`src/rtl/sid_regs.sv`:
```
// -----------------------------------------------------------------------------
// sid_regs -- bus-side register file of the SID.
//
// Turns 8-bit CPU writes into the per-voice frequency, pulse-width, control and
// envelope words, plus the filter settings. Reads return the paddles, the
// oscillator-3 and envelope-3 values, or the decaying data-bus latch for every
// write-only address.
//
// Ports:
//   clk, reset_n               clock (rising edge), async active-low reset
//   cs, we, addr, wdata        one-cycle access strobe, write enable, address, data
//   rdata, rvalid              registered read data and its one-cycle valid pulse
//   potx, poty, osc3, env3     read-only sources sampled on the access cycle
//   fcw1..3, pw1..3            voice frequency control words and pulse widths
//   control1..3, ad1..3, sr1..3  voice control, attack/decay, sustain/release
//   fc, res_filt, mode_vol     filter cutoff, resonance/routing, mode/volume
// -----------------------------------------------------------------------------
module sid_regs #(
  parameter int DECAY_CYCLES = 8000
) (
  input  logic        clk,
  input  logic        reset_n,
  input  logic        cs,
  input  logic        we,
  input  logic [4:0]  addr,
  input  logic [7:0]  wdata,
  output logic [7:0]  rdata,
  output logic        rvalid,
  input  logic [7:0]  potx,
  input  logic [7:0]  poty,
  input  logic [7:0]  osc3,
  input  logic [7:0]  env3,
  output logic [15:0] fcw1,
  output logic [15:0] fcw2,
  output logic [15:0] fcw3,
  output logic [11:0] pw1,
  output logic [11:0] pw2,
  output logic [11:0] pw3,
  output logic [7:0]  control1,
  output logic [7:0]  control2,
  output logic [7:0]  control3,
  output logic [7:0]  ad1,
  output logic [7:0]  ad2,
  output logic [7:0]  ad3,
  output logic [7:0]  sr1,
  output logic [7:0]  sr2,
  output logic [7:0]  sr3,
  output logic [10:0] fc,
  output logic [7:0]  res_filt,
  output logic [7:0]  mode_vol
);

  localparam int              CW       = $clog2(DECAY_CYCLES + 1);
  localparam logic [CW-1:0]   CNT_MAX  = CW'(DECAY_CYCLES);
  localparam logic [CW-1:0]   CNT_LAST = CW'(DECAY_CYCLES - 1);

  // Per-voice register banks, index 0 = voice 1.
  logic [15:0] fcw_q  [3];
  logic [11:0] pw_q   [3];
  logic [7:0]  ctrl_q [3];
  logic [7:0]  ad_q   [3];
  logic [7:0]  sr_q   [3];
  logic [10:0] fc_q;
  logic [7:0]  res_q;
  logic [7:0]  mode_q;

  logic [7:0]    latch_q;
  logic [CW-1:0] cnt_q;

  logic       wr_en;
  logic       rd_en;
  logic       rd_port;   // address 0x19..0x1C: a live read-only source
  logic [7:0] port_val;

  assign wr_en = cs & we;
  assign rd_en = cs & ~we;

  // NOTE: every signal assigned in always_comb gets a default first, so no
  // path through the case can leave it unassigned and infer a latch.
  always_comb begin
    rd_port  = 1'b0;
    port_val = 8'h00;
    case (addr)
      5'h19:   begin rd_port = 1'b1; port_val = potx; end
      5'h1A:   begin rd_port = 1'b1; port_val = poty; end
      5'h1B:   begin rd_port = 1'b1; port_val = osc3; end
      5'h1C:   begin rd_port = 1'b1; port_val = env3; end
      default: ;
    endcase
  end

  // Write decode. Each byte lands independently; a 16-bit word is briefly
  // half-updated between its two byte writes.
  // NOTE: sequential state uses non-blocking assignments so every flop samples
  // the pre-edge values regardless of statement order.
  // NOTE: the banks are a handful of flops, not a RAM, so they are all reset.
  always_ff @(posedge clk or negedge reset_n) begin
    if (!reset_n) begin
      for (int v = 0; v < 3; v++) begin
        fcw_q[v]  <= '0;
        pw_q[v]   <= '0;
        ctrl_q[v] <= '0;
        ad_q[v]   <= '0;
        sr_q[v]   <= '0;
      end
      fc_q   <= '0;
      res_q  <= '0;
      mode_q <= '0;
    end else if (wr_en) begin
      for (int v = 0; v < 3; v++) begin
        if (addr == 5'(7 * v))     fcw_q[v][7:0]  <= wdata;
        if (addr == 5'(7 * v + 1)) fcw_q[v][15:8] <= wdata;
        if (addr == 5'(7 * v + 2)) pw_q[v][7:0]   <= wdata;
        if (addr == 5'(7 * v + 3)) pw_q[v][11:8]  <= wdata[3:0];
        if (addr == 5'(7 * v + 4)) ctrl_q[v]      <= wdata;
        if (addr == 5'(7 * v + 5)) ad_q[v]        <= wdata;
        if (addr == 5'(7 * v + 6)) sr_q[v]        <= wdata;
      end
      case (addr)
        5'h15:   fc_q[2:0]  <= wdata[2:0];
        5'h16:   fc_q[10:3] <= wdata;
        5'h17:   res_q      <= wdata;
        5'h18:   mode_q     <= wdata;
        default: ;
      endcase
    end
  end

  // Bus latch with decay. Any write or a read-only-port read reloads it; a
  // load always beats expiry. Otherwise the counter saturates at DECAY_CYCLES
  // and the latch clears on the edge the counter gets there.
  always_ff @(posedge clk or negedge reset_n) begin
    if (!reset_n) begin
      latch_q <= '0;
      cnt_q   <= '0;
    end else if (wr_en || (rd_en && rd_port)) begin
      latch_q <= wr_en ? wdata : port_val;
      cnt_q   <= '0;
    end else if (cnt_q != CNT_MAX) begin
      cnt_q <= cnt_q + 1'b1;
      if (cnt_q == CNT_LAST) latch_q <= 8'h00;
    end
  end

  // Read data is taken from the pre-edge latch, so a read on the expiry edge
  // still sees the old value. rdata holds until the next read.
  always_ff @(posedge clk or negedge reset_n) begin
    if (!reset_n) begin
      rdata  <= '0;
      rvalid <= 1'b0;
    end else begin
      rvalid <= rd_en;
      if (rd_en) rdata <= rd_port ? port_val : latch_q;
    end
  end

  assign fcw1     = fcw_q[0];
  assign fcw2     = fcw_q[1];
  assign fcw3     = fcw_q[2];
  assign pw1      = pw_q[0];
  assign pw2      = pw_q[1];
  assign pw3      = pw_q[2];
  assign control1 = ctrl_q[0];
  assign control2 = ctrl_q[1];
  assign control3 = ctrl_q[2];
  assign ad1      = ad_q[0];
  assign ad2      = ad_q[1];
  assign ad3      = ad_q[2];
  assign sr1      = sr_q[0];
  assign sr2      = sr_q[1];
  assign sr3      = sr_q[2];
  assign fc       = fc_q;
  assign res_filt = res_q;
  assign mode_vol = mode_q;

endmodule

```
`config.mk`:
```
export PLATFORM = sky130hd
export DESIGN_NAME = sid_regs
export DESIGN_NICKNAME = d
export VERILOG_FILES = /design/src/rtl/sid_regs.sv
export SDC_FILE = /design/constraint.sdc
export NUM_CORES = 1
export LEC_CHECK = 0
export CORE_MARGIN = 2
export CORE_UTILIZATION = 30
export CTS_BUF_LIST = sky130_fd_sc_hd__clkbuf_16
export DETAILED_ROUTE_END_ITERATION = 8
export PLACE_DENSITY_LB_ADDON = 0.25
export SYNTH_ARGS = -nofsm -noshare
export SYNTH_HDL_FRONTEND = slang
export SYNTH_SLANG_ARGS = --single-unit
export TNS_END_PERCENT = 20
```
`constraint.sdc`:
```
create_clock -name clk -period 1.7 [get_ports clk]
set_clock_uncertainty 0.1 [all_clocks]
set_input_delay 0.255 -clock clk [delete_from_list [all_inputs] [get_ports clk]]
set_output_delay 0.255 -clock clk [all_outputs]
set_load 0.02 [all_outputs]
```
==> summary.md <==
| Metric | Value |
|---|---|
| MaxCap Viol Count | 0 |
| CP Data Required Time | 2.03 ns |
| WL/cell | 19.9 microns |
| Layout cells sized above 1 | 35.8% |
| Sw Ratio | 28.8% |
| Vias in the first global route | 6,641 |
| Mapped Cells | 620 |
| Reg2reg end | cnt_q[1] |
| Post-layout instance area | 0.0132 sq mm |
| Failing checks | negative setup slack |
| Placed Area | 0.0125 sq mm |
| Antenna violations before repair | 0 |
| CP max FO | 3 |
| Drt drc | 0 |
| Vias per cell | 4.69 |
| Flop2flop setup slack | -0.04 ns |
| Mapped cell area | 0.00879 sq mm |
| R2R depth | 4 |
| Max Fclk | 0.574 GHz |
| Fillcell total | 2,673 |
| Final wirelength | 26.8 mm |
| Seq/Total Area, Yosys | 60.6% |
| Worst vdd ir | 0.000674 V |
| Skew-Pair Late Insertion Delay | 0.55 ns |
| Global-route wire length before repair | 41.5 mm |
| Synth cell types | 46 |
| ANT cells | 0 |
| Drt first pass iters | 4 |
| CTS tree | yes |
| EDFF count, synth | 0 |
| RePlAce Congestion | 0.814 |
| Worst-path clk slew | 0.06 ns |
| Final min period | 1.74 ns |
| Port Buf Inserts | 240 |
| Commonest non-fill, non-tap cell in the layout | dfrtp_1 |
| Synth top area share | 60.6% |
| DRT antenna net count | 0 |
| FF/Latch Area | 0.00533 sq mm |
| # rows | 62 |
| Slew headroom | 53.6% |
| CP Launch Type | flop |
| Synthesis-to-layout area growth | 50.2% |
| Pin count of the biggest net entering global routing | 61 |
| Die area | 0.0307 sq mm |
| Cell taking the most area after synthesis | dfrtp_1 |
| LEAKAGE | 6.84 nW |
| Async S/R FF share, synth | 100% |
| GRT Util Overall | 17.5% |
| GRT overflow | 0 |
| Setup_tns | -0.0626 ns |
| Top FF cell, synth | dfrtp_1 |
| Clock power frac | 38.4% |
| Critical path type | reg2reg |
| CP Capture Type | flop |
| Sequential power share | 40.9% |
| H-tree depth | 1 |
| Iter 0 DRT Violations | 424 |
| #FFs+latches synth | 213 |
| Multi-input logic area | 0.00339 sq mm |
| Setup Viol. Count Final | 3 |
| Int Pwr | 10.5 mW |
| Fin crit share | 102% |
| Synth area leaders | dfrtp_1 (61%), mux2_2 (23%), and3_1 (1.1%), mux2i_1 (1.0%), o21ai_0 (1.0%) |
| Comb power frac | 20.7% |
| RSZ-0062 raised after global routing | true |
| Initial core utilization | 30.6% |
| Worst flop-to-flop path startpoint | cnt_q[3] |
| CTS Root Cell | clkbuf_16 |
| Vias | 6,329 |
| PwrDens | 1120 mW/mm^2 |
| Chip Width | 175 microns |
| Final worst setup slack | -0.0418 ns |
| Core area | 0.0288 sq mm |
| Die height | 175 microns |
| Hold slack | 0.0505 ns |
| Max clock buf depth | 3 |
| Net Sw Power | 4.26 mW |
| Syn. warnings | 0 |
| Syn Area/Cell | 14.2 sq um |
| Mapped Nets | 671 |
| I/O pin count | 241 |
| Hold Crit Class | in2async |
| Post-DP HPWL | 19.1 mm |
| # nets final | 997 |
| Worst-margin pin slew | 0.686 ns |
| Critical Path AT | 2.07 ns |
| Most frequent cells in the layout | dfrtp_1 (213), dlygate4sd2_1 (196), mux2_2 (183), buf_4 (65), clkdlybuf4s50_1 (40) |
| Status | finished, violations left |
| Final Max Slew Viols | 0 |
| Total CTS buffers | 25 |
| Final Hold Fails | 0 |
| CTS Sinks | 213 |
==> power by group through the flow <==
stage / clock (mW) / combinational, mW / sequential [mW]
finish: 5.67 / 3.06 / 6.05
global route: 6.03 / 3.28 / 6.15
CTS: 5.80 / 3.11 / 6.06
detailed placement: 0 / 3.52 / 6.17
global placement: 0 / 3.51 / 6.15
floorplan: 0 / 0.781 / 6.92
==> area by class of cell <==
type	instances	share of cell area, %
inverter	6	0.170
clock buffer	25	4.73
timing repair buffer	330	23.6
multi-input combinational	370	25.6
clock inverter	21	1.87
tap	384	3.64
sequential	213	40.3
==> cell usage after synthesis (3+ instances only) <==
cell type,count
mux2i_1,9
a221o_1,8
inv_1,6
o21ai_0,18
buf_4,4
nor2b_1,3
nor2_2,11
a2111oi_0,7
or3_1,5
a21oi_1,4
nor3_1,4
and3_1,15
nand4_1,3
dfrtp_1,213
nand2_1,22
nor2_1,21
xnor2_1,6
nor3_2,3
nand2b_1,5
nand3_1,10
clkbuf_1,24
a211o_1,7
mux2_2,183
==> worst max-delay path by stage <==
stage,startpoint,cells past startpoint,to
finish,cnt_q[3],4,cnt_q[1]
global route,cnt_q[3],4,cnt_q[1]
CTS,addr[4],7,ad2[4]
detailed placement,addr[0],5,rdata[2]
global placement,addr[1],5,rdata[0]
floorplan,addr[4],7,latch_q[5]
==> flip-flops by register name (all words and copies together), names as in the netlist, 11 cells and up <==
register / cells
fcw2: 16
pw3: 12
pw2: 12
fc: 11
pw1: 12
fcw3: 16
cnt_q: 13
fcw1: 16
==> metal layers <==
layer  share of wire, %  vias up  GRT usage [%]
met5                  0        -              0
met4                1.6        0           3.65
met3                6.9       26           4.59
met2                 47      192           27.6
met1                 45     3217           24.1
li1                   -     2894              -
==> per-stage QoR <==
stage / utilization [%] / setup slack, ns / std cells / power (mW)
floorplan: - / -0.0437 / 620 / 7.70
global placement: 43.3 / -0.839 / 1300 / 9.67
detailed placement: 43.3 / -0.810 / 1300 / 9.69
CTS: 45.7 / -0.0989 / 1347 / 15.0
global route: 45.9 / -0.115 / 1349 / 15.5
finish: 45.9 / -0.0418 / 1349 / 14.8
==> critical path, stage by stage, from the launching register on <==
cell,delay (ns)
dfrtp_1,0.38
or4b_4,0.53
nor4_4,0.34
mux2i_1,0.22
nor2_1,0.05
==> logic make-up (layout without fill, tap and decap cells) <==
group                    after synthesis  count (layout)  share of synthesized area, %
buffers and inverters                 37             382                          1.93
adder cells (fa/ha/maj)                2               2                         0.284
multiplexers                         192             192                          24.5
AO/OA/AOI/OAI                         51              51                          4.18
XOR/XNOR                               8               8                         0.797
AND/OR/NAND/NOR                      117             117                          7.74
flip-flops                           213             213                          60.6
==> what timing repair did <==
| item | CTS | global route |
|---|---|---|
| hold buffers | 1 | 0 |
| pin swaps | 3 | 3 |
| hold endpoints to repair | 147 | 0 |
| resized for setup | 207 | 14 |
| buffers inserted | 0 | 2 |
| endpoints found under the setup margin | 310 | 165 |
(Power assumes the default switching activity.)
